===== src/rtl/tone_pkg.sv =====
// Shared definitions for the tone player: note codes, pitch table and FSM states.
package tone_pkg;

    localparam int NOTE_W = 4;
    localparam logic [NOTE_W-1:0] NOTE_REST = 4'd14;

    // Pitch in Hz for the playable codes 0..13 (C4 up to B5).
    localparam int unsigned NOTE_HZ [14] = '{
        32'd262, 32'd294, 32'd330, 32'd349, 32'd392, 32'd440, 32'd494,
        32'd523, 32'd587, 32'd659, 32'd698, 32'd784, 32'd880, 32'd988
    };

    typedef enum logic [1:0] {
        MUTE = 2'd0,
        GAP  = 2'd1,
        PLAY = 2'd2
    } state_t;

    // Codes 14 and 15 both mean "rest".
    function automatic logic is_rest(input logic [NOTE_W-1:0] code);
        return (code == 4'd14) || (code == 4'd15);
    endfunction

    // Clock cycles per half period of the square wave; 0 for rest codes.
    function automatic int unsigned half_period(input logic [NOTE_W-1:0] code,
                                                input int unsigned      clk_hz);
        int unsigned hp;
        if (is_rest(code)) begin
            hp = 32'd0;
        end else begin
            hp = clk_hz / (32'd2 * NOTE_HZ[code]);
        end
        return hp;
    endfunction

endpackage


===== src/rtl/sync2.sv =====
// Generic two-flop synchroniser for a single asynchronous bit.
module sync2 (
    input  logic clk,
    input  logic rst,
    input  logic d,
    output logic q
);

    logic meta_r;
    logic sync_r;

    // Two-stage capture chain; the first stage may go metastable.
    always_ff @(posedge clk or posedge rst) begin
        if (rst) begin
            meta_r <= 1'b0;
            sync_r <= 1'b0;
        end else begin
            meta_r <= d;
            sync_r <= meta_r;
        end
    end

    assign q = sync_r;

endmodule


===== src/rtl/tone_player.sv =====
// Turns the sequencer's note-code stream into a square wave on the piezo pin,
// with a silent articulation gap at the start of every captured note.
module tone_player
    import tone_pkg::*;
#(
    parameter int CLK_HZ     = 50_000_000,
    parameter int GAP_CYCLES = 500_000,
    parameter int CNT_W      = 20
) (
    input  logic              clk,
    input  logic              rst,
    input  logic              beat,
    input  logic [NOTE_W-1:0] notes,
    input  logic              em,
    input  logic              enable,
    output logic              piezo,
    output logic              playing,
    output logic [NOTE_W-1:0] note_q
);

    localparam bit             GAP_ON   = (GAP_CYCLES > 0);
    localparam logic [CNT_W-1:0] GAP_LAST = GAP_ON ? CNT_W'(GAP_CYCLES - 1) : '0;
    localparam logic [CNT_W-1:0] CNT_ONE  = {{(CNT_W-1){1'b0}}, 1'b1};

    logic              beat_sync_s;
    logic              em_sync_s;
    logic [NOTE_W-1:0] notes_sync_s;
    logic              beat_prev_r;
    logic              beat_f_s;
    logic              mute_force_s;

    state_t            state_r;
    state_t            state_nxt_s;
    logic              piezo_r;
    logic              piezo_nxt_s;
    logic              playing_r;
    logic [NOTE_W-1:0] note_q_r;
    logic [NOTE_W-1:0] note_nxt_s;
    logic [CNT_W-1:0]  gap_cnt_r;
    logic [CNT_W-1:0]  gap_nxt_s;
    logic [CNT_W-1:0]  div_cnt_r;
    logic [CNT_W-1:0]  div_nxt_s;
    logic [CNT_W-1:0]  hp_tab_s [16];
    logic [CNT_W-1:0]  hp_last_s;

    sync2 u_sync_beat (.clk(clk), .rst(rst), .d(beat), .q(beat_sync_s));
    sync2 u_sync_em   (.clk(clk), .rst(rst), .d(em),   .q(em_sync_s));

    for (genvar b = 0; b < NOTE_W; b++) begin : g_sync_notes
        sync2 u_sync_note (.clk(clk), .rst(rst), .d(notes[b]), .q(notes_sync_s[b]));
    end

    // Half-period table is fully constant; only the lookup costs logic.
    for (genvar g = 0; g < 16; g++) begin : g_hp
        assign hp_tab_s[g] = CNT_W'(half_period(4'(g), unsigned'(CLK_HZ)));
    end

    // Notes are sampled on the falling beat edge, where the sequencer holds them stable.
    assign beat_f_s     = beat_prev_r & ~beat_sync_s;
    assign mute_force_s = em_sync_s | ~enable;
    assign hp_last_s    = hp_tab_s[note_q_r] - CNT_ONE;

    // Next-state, counter and output decode; mute override beats the beat edge.
    always_comb begin
        state_nxt_s = state_r;
        piezo_nxt_s = piezo_r;
        gap_nxt_s   = gap_cnt_r;
        div_nxt_s   = div_cnt_r;
        note_nxt_s  = beat_f_s ? notes_sync_s : note_q_r;

        if (mute_force_s) begin
            state_nxt_s = MUTE;
            piezo_nxt_s = 1'b0;
            gap_nxt_s   = '0;
            div_nxt_s   = '0;
        end else if (beat_f_s) begin
            // Every new beat restarts articulation, even for a repeated code.
            piezo_nxt_s = 1'b0;
            gap_nxt_s   = '0;
            div_nxt_s   = '0;
            if (is_rest(notes_sync_s)) begin
                state_nxt_s = MUTE;
            end else if (GAP_ON) begin
                state_nxt_s = GAP;
            end else begin
                state_nxt_s = PLAY;
            end
        end else begin
            case (state_r)
                MUTE: begin
                    piezo_nxt_s = 1'b0;
                end
                GAP: begin
                    piezo_nxt_s = 1'b0;
                    if (gap_cnt_r == GAP_LAST) begin
                        state_nxt_s = PLAY;
                        gap_nxt_s   = '0;
                        div_nxt_s   = '0;
                    end else begin
                        gap_nxt_s = gap_cnt_r + CNT_ONE;
                    end
                end
                PLAY: begin
                    if (div_cnt_r == hp_last_s) begin
                        div_nxt_s   = '0;
                        piezo_nxt_s = ~piezo_r;
                    end else begin
                        div_nxt_s = div_cnt_r + CNT_ONE;
                    end
                end
                default: begin
                    state_nxt_s = MUTE;
                    piezo_nxt_s = 1'b0;
                    gap_nxt_s   = '0;
                    div_nxt_s   = '0;
                end
            endcase
        end
    end

    // State, counters and registered outputs.
    always_ff @(posedge clk or posedge rst) begin
        if (rst) begin
            beat_prev_r <= 1'b0;
            state_r     <= MUTE;
            piezo_r     <= 1'b0;
            playing_r   <= 1'b0;
            note_q_r    <= NOTE_REST;
            gap_cnt_r   <= '0;
            div_cnt_r   <= '0;
        end else begin
            beat_prev_r <= beat_sync_s;
            state_r     <= state_nxt_s;
            piezo_r     <= piezo_nxt_s;
            playing_r   <= (state_nxt_s == PLAY);
            note_q_r    <= note_nxt_s;
            gap_cnt_r   <= gap_nxt_s;
            div_cnt_r   <= div_nxt_s;
        end
    end

    assign piezo   = piezo_r;
    assign playing = playing_r;
    assign note_q  = note_q_r;

endmodule


===== config.mk =====
export PLATFORM = sky130hd
export DESIGN_NAME = tone_player
export DESIGN_NICKNAME = d
export VERILOG_FILES = /design/src/rtl/tone_pkg.sv /design/src/rtl/sync2.sv /design/src/rtl/tone_player.sv
export SDC_FILE = /design/constraint.sdc
export NUM_CORES = 1
export LEC_CHECK = 0
export ABC_AREA = 1
export CORE_AREA = 8 8 91 93
export DETAILED_ROUTE_END_ITERATION = 7
export DIE_AREA = 0 0 99 101
export GPL_TIMING_DRIVEN = 0
export HOLD_SLACK_MARGIN = 0.1
export PLACE_DENSITY = 0.77
export SLEW_MARGIN = 20
export SYNTH_ARGS = -nofsm -noshare
export SYNTH_HDL_FRONTEND = slang
export SYNTH_SLANG_ARGS = --single-unit

===== constraint.sdc =====
create_clock -name clk -period 3.6 [get_ports clk]
set_clock_uncertainty 0.15 [all_clocks]
set_input_delay 1.08 -clock clk [delete_from_list [all_inputs] [get_ports clk]]
set_output_delay 1.08 -clock clk [all_outputs]
set_load 0.02 [all_outputs]

==> flow_summary_export.csv <==
group,metric,value,unit
status,status,"finished, final reports clean",
drt,drc_errors,0,
power_and_ir_drop,leakage,2.07,nW
worst_setup_path,worst-setup-path-type,"reg -> reg",
die,die_x,99,um
die,die_h,101,um
drt,vias_per_cell,5.41,
worst_setup_path,reg2regPathDepth,19,
global_route,grt_pass1_vias,3603,
final_layout,fin_nets,612,
global_route,antenna_found_initial,0,
timing,finalHoldViolCount,0,
cts,clkSlewWorstSetupHoldPaths,0.07,ns
logic_synthesis,ys_seq_area_share,38.3,%
timing,fin_crit_sh,91.4,%
logic_synthesis,synth_warnings,0,
timing,tightest_slew,0.706,ns
flow_run,cap_violations,0,
drt,wl_met3,387,um
hold_path,min_path_cells,0,
timing,setup_viol,0,
die,initial_core_util,57.5,%
logic_synthesis,synth.top_cells.by_count,"nand2_1 (156), inv_1 (69), dfrtp_1 (58), nor2_1 (58), nand3_1 (56)",
final_layout,syn_to_final_growth,13.0,%
place,gp_congestion,0.920,
worst_setup_path,critPathLaunchType,"register",
die,dieArea,0.0100,mm^2
die,ioPinCount,15,
place,place_ws,0.0744,ns
worst_setup_path,cp_max_fo,10,
drt,antenna_left,0,
logic_synthesis,synthTopCellsByArea,"dfrtp_1 (36%), nand2_1 (15%), nand3_1 (7.0%)",
global_route,grt_max_degree,62,
hold_path,hp-class,"reg -> reg",
final_layout,fin_util,65.0,%
worst_setup_path,worstSetupEndpointType,"register",
drt,drt_iter0_drc,245,
logic_synthesis,syn_area_per_cell,7.10,um^2
power_and_ir_drop,ir_worst_vdd,0.398,mV
timing,setup-tns-final,0,ns
drt,detail_route.first_pass.iterations,5,
logic_synthesis,ys_types,34,
global_route,track_usage,19.4,%
cts,clk_latency,0.34,ns
place,placed_cells,659,
drt,dr_total_vias,3660,
final_layout,final_cell_count_no_fill,677,
logic_synthesis,async_flop_share,100,%
worst_setup_path,crit_required,3.66,ns
cts,clockBufferDepth,2,
drt,dr.max_layer_used,"met4",
final_layout,antenna_cells,0,
timing,period_minus_slack,3.29,ns
cts,numCtsBuffers,9,
power_and_ir_drop,powerDensity,422,mW/mm^2
logic_synthesis,post-synth-top-count-cell,"nand2_1",
final_layout,drive_gt1_share,9.75,%
logic_synthesis,synth_edf_count,0,
drt,wirelength,9070,um
logic_synthesis,synthFlopType,"dfrtp_1",
timing,worst_slack,0.311,ns
power_and_ir_drop,power.total,0.00191,W
logic_synthesis,yosys.area.top_type,"dfrtp_1",
timing,slew_headroom,52.9,%
logic_synthesis,synth-seq-cells,61,
die,core-area,0.00694,mm^2
logic_synthesis,netlist_area,0.00400,mm^2
drt,wl_met1,4130,um
timing,slew_viol_final,0,
drt,wl_met2,4310,um
cts,h-tree-depth,3,
global_route,gr-total-overflow,0,
worst_setup_path,arrival,3.35,ns
timing,max_freq,0.304,GHz
logic_synthesis,netlist.area_leader.share,36.3,%
logic_synthesis,syn_nets,585,
place,io_buffer_count,14,
cts,root_buffer,"clkbuf_8",
drt,routedWlPerCell,13.4,um
place,dp_hpwl,6840,um
die,rows,31,
cts,cts_sinks,61,
global_route,grt_pass1_wl,15700,um
logic_synthesis,netlist_instances,563,
cts,cts_tree,"yes",
## flip-flops by register name, summed over array words and instances (netlist names)
signal                           count
g_sync_notes.u_sync_note.q           4
piezo                                1
div_cnt_r                           20
u_sync_em.meta_r                     1
playing                              1
u_sync_em.q                          1
note_q                               4
state_r                              2
u_sync_beat.meta_r                   1
gap_cnt_r                           20
g_sync_notes.u_sync_note.meta_r      4
u_sync_beat.q                        1
beat_prev_r                          1
## logic make-up after synthesis
| family | Yosys count | share of synthesized area [%] |
|---|---|---|
| adder cells (fa/ha/maj) | 13 | 4.07 |
| flip-flops | 61 | 38.3 |
| AND/OR/NAND/NOR | 319 | 35.3 |
| XOR/XNOR | 27 | 5.92 |
| AO/OA/AOI/OAI | 58 | 7.80 |
| buffers and inverters | 85 | 8.64 |
## metal layers
layer  GRT usage (%)  vias to the layer above
li1                -                     1846
met3            3.52                       21
met5               0                        -
met4            8.38                        0
met1            23.1                     1701
met2            33.4                       92
## worst max-delay path: stages, from the launching register on
cell and delay [ns]:
dfstp_2 0.56, inv_2 0.10, ha_1 0.33, inv_1 0.06
nand2_2 0.12, nand3_4 0.12, nand2_2 0.11, ha_2 0.28
xnor2_1 0.13, a21oi_1 0.17, nand2_1 0.08, nor2_1 0.09
nand2_1 0.07, nor2_1 0.12, nand2_1 0.07, nor2_1 0.11
nand3_2 0.14, nand2_2 0.11, buf_4 0.17, a21oi_1 0.08
## cell type report
type	count	area, um^2
Buffer	10	63.8
Clock buffer	10	128
Clock inverter	6	111
Fill cell	609	2430
Inverter	75	284
Multi-Input combinational cell	417	2140
Sequential cell	61	1530
Tap cell	82	103
Timing Repair Buffer	16	155
## report_power, final
group          total (W)  switching [W]  leakage [nW]  internal (W)
sequential      0.000715      0.0000121         0.809      0.000702
combinational   0.000466       0.000311          1.15      0.000155
clock           0.000727       0.000267         0.116      0.000460
## worst paths after layout
check | from | slack [ns] | to
min reg2reg | g_sync_notes[1].u_sync_note.meta_r$_DFF_PP0_ | 0.20 | g_sync_notes[1].u_sync_note.q$_DFF_PP0_
min in group asynchronous | rst | 1.08 | beat_prev_r$_DFF_PP0_
max in group asynchronous | rst | 1.73 | note_q[0]$_DFFE_PP0P_
max reg2reg | note_q[1]$_DFFE_PP1P_ | 0.31 | div_cnt_r[5]$_DFFE_PP0P_
min | g_sync_notes[1].u_sync_note.meta_r$_DFF_PP0_ | 0.20 | g_sync_notes[1].u_sync_note.q$_DFF_PP0_
max | note_q[1]$_DFFE_PP1P_ | 0.31 | div_cnt_r[5]$_DFFE_PP0P_
## placed cells by master (no fill, tap or decap), drive strengths merged, types with 3 or more instances in the layout
cell type / count
nand2: 165
inv: 73
nor2: 65
nand3: 59
dfrtp: 58
a21oi: 33
xor2: 23
o21ai: 17
clkdlybuf4s50: 14
nor3: 14
ha: 13
clkbuf: 13
buf: 9
nand4: 5
nor4: 5
nand3b: 4
xnor2: 4
clkinv: 4
bufinv: 3
dfstp: 3
## metrics by stage
stage | hold slack [ns] | cell area (um^2)
floorplan | 0.181 | 4000
finish | 0.201 | 4520
detailed placement | 0.186 | 4240
global route | 0.212 | 4520
global placement | 0.183 | 4240
CTS | 0.202 | 4480
## repair_timing
action / in CTS / in global routing
setup endpoints to repair: 0 / 21
gates resized for setup: 0 / 7
buffers inserted: 0 / 2
hold buffers: 0 / 0
Power figures use the tool's default switching activity.
==> edit 1: new RTL, config.mk and constraints unchanged <==
Register the inputs `beat`, `notes`, `em` and `enable` before use, without a reset. The logic sees them one clock later.
--- a/src/rtl/tone_player.sv
+++ b/src/rtl/tone_player.sv
@@ -24,2 +24,14 @@
 
+    logic beat_q;
+    logic [NOTE_W-1:0] notes_q;
+    logic em_q;
+    logic enable_q;
+
+    always_ff @(posedge clk) begin
+        beat_q   <= beat;
+        notes_q  <= notes;
+        em_q     <= em;
+        enable_q <= enable;
+    end
+
     logic              beat_sync_s;
@@ -45,7 +57,7 @@
 
-    sync2 u_sync_beat (.clk(clk), .rst(rst), .d(beat), .q(beat_sync_s));
-    sync2 u_sync_em   (.clk(clk), .rst(rst), .d(em),   .q(em_sync_s));
+    sync2 u_sync_beat (.clk(clk), .rst(rst), .d(beat_q), .q(beat_sync_s));
+    sync2 u_sync_em   (.clk(clk), .rst(rst), .d(em_q),   .q(em_sync_s));
 
     for (genvar b = 0; b < NOTE_W; b++) begin : g_sync_notes
-        sync2 u_sync_note (.clk(clk), .rst(rst), .d(notes[b]), .q(notes_sync_s[b]));
+        sync2 u_sync_note (.clk(clk), .rst(rst), .d(notes_q[b]), .q(notes_sync_s[b]));
     end
@@ -59,3 +71,3 @@
     assign beat_f_s     = beat_prev_r & ~beat_sync_s;
-    assign mute_force_s = em_sync_s | ~enable;
+    assign mute_force_s = em_sync_s | ~enable_q;
     assign hp_last_s    = hp_tab_s[note_q_r] - CNT_ONE;
Behaviour: not the same (Yosys sat finds a counterexample within 10 cycles, from zero or initial values and one cycle with rst high).
==> edit 1 against the original RTL <==
- total power up 0.11%
- sequential share of layout area increased by 0.91 points
- sequential cell count is 7 higher
- synthesized cell count grew 0.36%
- worst setup slack worse by 0.019 ns
- wire length shrank 1.5%
- area after synthesis increased by 8.4%
- design area rose by 6.2%
==> edit 1: results (changes against the original RTL) <==
stage	metric	value	unit	change
synthesis	adder-cell share of the synthesized area	0.0376		was 0.0407
grt	Global Route Usage Sum	0.199		was 0.194
place	GP Congestion	0.892		was 0.920
routing	DR WL met2	4360	um	was 4310 um
clock_network	Root Buffer	clkbuf_8		unchanged
grt	largest net degree at the start of global routing	42		was 62
routing	vias per cell	5.29		was 5.41
worst_hold_path	min-delay src	notes_q[2]$_DFF_P_		was g_sync_notes[1].u_sync_note.meta_r$_DFF_PP0_
grt	global-route wire length before repair	16000	um	was 15,700 um
routing	Initial DRC Count	187		was 245
synthesis	Seq/Total Area, Yosys	0.386		was 0.383
grt	GRT met3 Usage	0.0338		was 0.0352
synthesis	post-synthesis cell type count	43		was 34
grt	grt met1 use	0.223		was 0.231
routing	Met1 Routed Length	3970	um	was 4130 um
synthesis	top cells by area, synth	dfrtp_1 34%, nand2_1 14%, inv_1 5.9%		was dfrtp_1 36%, nand2_1 15%, nand3_1 7.0%
synthesis	Compound-Gate Fraction of Synth Area	0.0910		was 0.0780
power	Flop pwr share	0.417		was 0.375
critical_path	Max Fanout on Critical Path	11		was 10
power	P_comb	0.491	mW	was 0.466 mW
critical_path	data arrival time of the critical path	3.39	ns	was 3.35 ns
worst_hold_path	worst hold path type	reg -> reg		unchanged
power	Switch Pwr	0.639	mW	was 0.591 mW
layout	FILL cells	579		was 609
grt	vias in the first global route	3716		was 3,603
routing	drt first pass iters	5		unchanged
synthesis	Commonest cells post-synth	156 x nand2_1, 68 x inv_1, 58 x dfrtp_1, 51 x nor2_1, 45 x nand3_1		was 156 x nand2_1, 69 x inv_1, 58 x dfrtp_1, 58 x nor2_1, 56 x nand3_1
clock_network	CTS buffer count	9		unchanged
place	Placed Area	4590	um2	was 4240 um2
synthesis	Syn Nets	587		was 585
synthesis	post-synthesis xor/xnor area fraction	0.0538		was 0.0592
power	Max VDD drop	0.321	mV	was 0.398 mV
grt	antenna violations before repair	0		unchanged
place	port bufs	14		unchanged
synthesis	fraction of registers with async set or reset after synthesis	0.897		was 1.00
clock_network	clock slew at reported path FFs	0.08	ns	
layout	Nets	613		was 612
run_status	outcome	finished clean		unchanged
clock_network	clk buf depth	2		unchanged
routing	DR WL met3	304	um	was 387 um
critical_path	CP Launch Type	flip-flop		unchanged
critical_path	worst r2r src	note_q[1]$_DFFE_PP1P_		unchanged
routing	WL final	8930	um	was 9070 um
layout	# diodes	0		unchanged
routing	DR top layer	met4		unchanged
place	HPWL after detailed placement	6960	um	was 6840 um
layout	share of cells above drive strength 1	0.156		was 0.0975
sta	max_slew headroom	0.599		was 0.529
grt	GR Util met2	0.356		was 0.334
power	Leak	2.15	nW	was 2.07 nW
==> edit 1: stage by stage <==
stage,utilization,total power [mW],worst slack [ns],cells
2_1_floorplan,-,1.19,0.639,565
3_3_place_gp,0.658,1.29,-0.178,661
3_5_place_dp,0.662,1.30,0.285,662
4_1_cts,0.691,1.93,0.282,678
5_1_grt,0.691,2.01,0.0242,678
6_report,0.691,1.91,0.292,678
==> edit 1: worst max-delay path: stages, from the launching register on <==
cell,delay (ns)
dfstp_2,0.62
inv_2,0.13
ha_1,0.32
inv_1,0.07
nand2_2,0.10
nand3_2,0.12
nand2_1,0.16
ha_1,0.23
inv_1,0.09
nor2_4,0.17
nand2_1,0.10
nand2_1,0.09
nand2_1,0.05
nand2_1,0.05
nand3_1,0.06
nor2_1,0.12
nand3_2,0.13
o21bai_4,0.17
buf_8,0.18
a21oi_2,0.06
==> edit 1: worst paths after layout <==
path	to	depth (start not counted)	slack [ns]
min reg2reg	g_sync_notes[2].u_sync_note.meta_r$_DFF_PP0_	0	0.18
min in group asynchronous	u_sync_em.q$_DFF_PP0_	2	0.87
max reg2reg	div_cnt_r[18]$_DFFE_PP0P_	19	0.29
min	g_sync_notes[2].u_sync_note.meta_r$_DFF_PP0_	0	0.18
max in group asynchronous	gap_cnt_r[13]$_DFFE_PP0P_	3	1.93
max	div_cnt_r[18]$_DFFE_PP0P_	19	0.29
==> edit 1: area by class of cell <==
class,count,share of cell area
plain buffers,10,0.0201
clock buffers,9,0.0258
clock inverters,7,0.0162
inverters,73,0.0582
multi-input cells,414,0.477
flip-flops and latches,68,0.348
well taps,82,0.0214
repair buffers,15,0.0334
==> edit 1: what timing repair did <==
| item | CTS | global route |
|---|---|---|
| gates resized for setup | 0 | 1 |
| setup endpoints to repair | 0 | 1 |
| setup buffers | 0 | 0 |
==> edit 2: new RTL, same settings <==
Without the edit above. `CNT_W`: 20 -> 18.
--- a/src/rtl/tone_player.sv
+++ b/src/rtl/tone_player.sv
@@ -7,3 +7,3 @@
     parameter int GAP_CYCLES = 500_000,
-    parameter int CNT_W      = 20
+    parameter int CNT_W      = 18
 ) (
Formal check against the unedited RTL: same outputs for any inputs over 10 cycles, from zero or initial values and one cycle with rst high; that may be too few to reach the edited logic, so the function may still have changed.
==> edit 2 against the original RTL <==
- first-iteration DRC count is 15% lower
- area after synthesis is 5.5% higher
- wire length is 7.1% higher
- maximum frequency is 2.1% lower
- total power is 4.2% higher
- design area is 5.7% higher
- worst setup slack worse by 0.070 ns
- sequential cell count is 4 lower
- critical path type is now in -> reg
- non-clock buffer count is 4 higher
==> edit 2: results (changes against the original RTL) <==
stage	metric	value	unit	change
routing	Initial DRC Count	208		was 245
sta	hold_ws	0.199	ns	was 0.201 ns
worst_hold_path	min-delay src	g_sync_notes[0].u_sync_note.meta_r$_DFF_PP0_		was g_sync_notes[1].u_sync_note.meta_r$_DFF_PP0_
worst_hold_path	WHS Endpoint	g_sync_notes[0].u_sync_note.q$_DFF_PP0_		was g_sync_notes[1].u_sync_note.q$_DFF_PP0_
synthesis	Seq/Total Area, Yosys	0.339		was 0.383
power	Switch Pwr	0.678	mW	was 0.591 mW
critical_path	Worst R2R End	div_cnt_r[2]$_DFFE_PP0P_		was div_cnt_r[5]$_DFFE_PP0P_
place	Placed Area	4460	um2	was 4240 um2
grt	largest net degree at the start of global routing	58		was 62
grt	GR Util met2	0.355		was 0.334
layout	FILL cells	599		was 609
grt	GRT met3 Usage	0.0276		was 0.0352
critical_path	crit-path max cell delay	0.46	ns	was 0.56 ns
synthesis	post-synthesis cell type count	37		was 34
place	GP Congestion	0.930		was 0.920
routing	Met1 Routed Length	4200	um	was 4130 um
routing	vias	3911		was 3,660
sta	slew at the pin closest to its max-slew limit	0.671	ns	was 0.706 ns
routing	DR WL met3	338	um	was 387 um
synthesis	adder-cell share of the synthesized area	0.0386		was 0.0407
synthesis	top cells by area, synth	dfrtp_1 32%, nand2_1 14%, inv_1 7.2%		was dfrtp_1 36%, nand2_1 15%, nand3_1 7.0%
critical_path	R2R cell count	20		was 19
synthesis	post-synthesis xor/xnor area fraction	0.0520		was 0.0592
critical_path	Worst Setup SP	enable		was note_q[1]$_DFFE_PP1P_
power	Max VDD drop	0.341	mV	was 0.398 mV
critical_path	cell family with most CP delay	buffers and inverters		was simple AND/OR/NAND/NOR gates
run_status	outcome	finished clean		unchanged
power	Leak	2.25	nW	was 2.07 nW
synthesis	Compound-Gate Fraction of Synth Area	0.0793		was 0.0780
critical_path	r2r setup slk	0.24	ns	was 0.31 ns
critical_path	data arrival time of the critical path	3.47	ns	was 3.35 ns
critical_path	CP max stage cell	clkdlybuf4s50_1		was dfstp_2
## edit 2: cell count changes after synthesis, moves of 3 or more
cell	before	now
nand3_2	3	6
nand4_1	5	13
dfrtp_1	58	54
a21oi_2	0	10
inv_1	69	81
nand2_2	9	15
nor2_2	4	9
a21oi_1	33	18
nor2_1	58	51
nand2_4	0	6
nand2_1	156	161
## edit 2: power groups by stage
stage	clock [mW]	combinational (mW)	sequential [mW]
2_1_floorplan	0	0.462	0.686
3_3_place_gp	0	0.585	0.681
3_5_place_dp	0	0.597	0.682
4_1_cts	0.707	0.601	0.671
5_1_grt	0.734	0.701	0.671
6_report	0.695	0.623	0.669
## edit 2: stage by stage
| stage | setup slack [ns] | instances | setup TNS (ns) |
|---|---|---|---|
| 2_1_floorplan | 0.278 | 594 | 0 |
| 3_5_place_dp | -0.186 | 690 | -1.95 |
| 6_report | 0.241 | 710 | 0 |
| 3_3_place_gp | -0.0992 | 690 | -1.01 |
| 5_1_grt | -0.0209 | 710 | -0.137 |
| 4_1_cts | 0.00554 | 708 | 0 |
## edit 2: timing repair
| action | in CTS | in global routing |
|---|---|---|
| gates resized for setup | 3 | 8 |
| hold endpoints to repair | 0 | 0 |
| pin swaps | 1 | 2 |
| hold buffers | 0 | 0 |
| setup buffers | 2 | 2 |
| setup endpoints to repair | 19 | 19 |
| gates cloned | 0 | 0 |
## edit 2: final cells by class
class / instances / area, um2 / area share
inverters: 88 / 338 / 0.0708
repair buffers: 18 / 174 / 0.0364
clock buffers: 12 / 165 / 0.0346
multi-input cells: 437 / 2400 / 0.503
clock inverters: 4 / 73.8 / 0.0155
well taps: 82 / 103 / 0.0215
plain buffers: 12 / 88.8 / 0.0186
flip-flops and latches: 57 / 1430 / 0.300
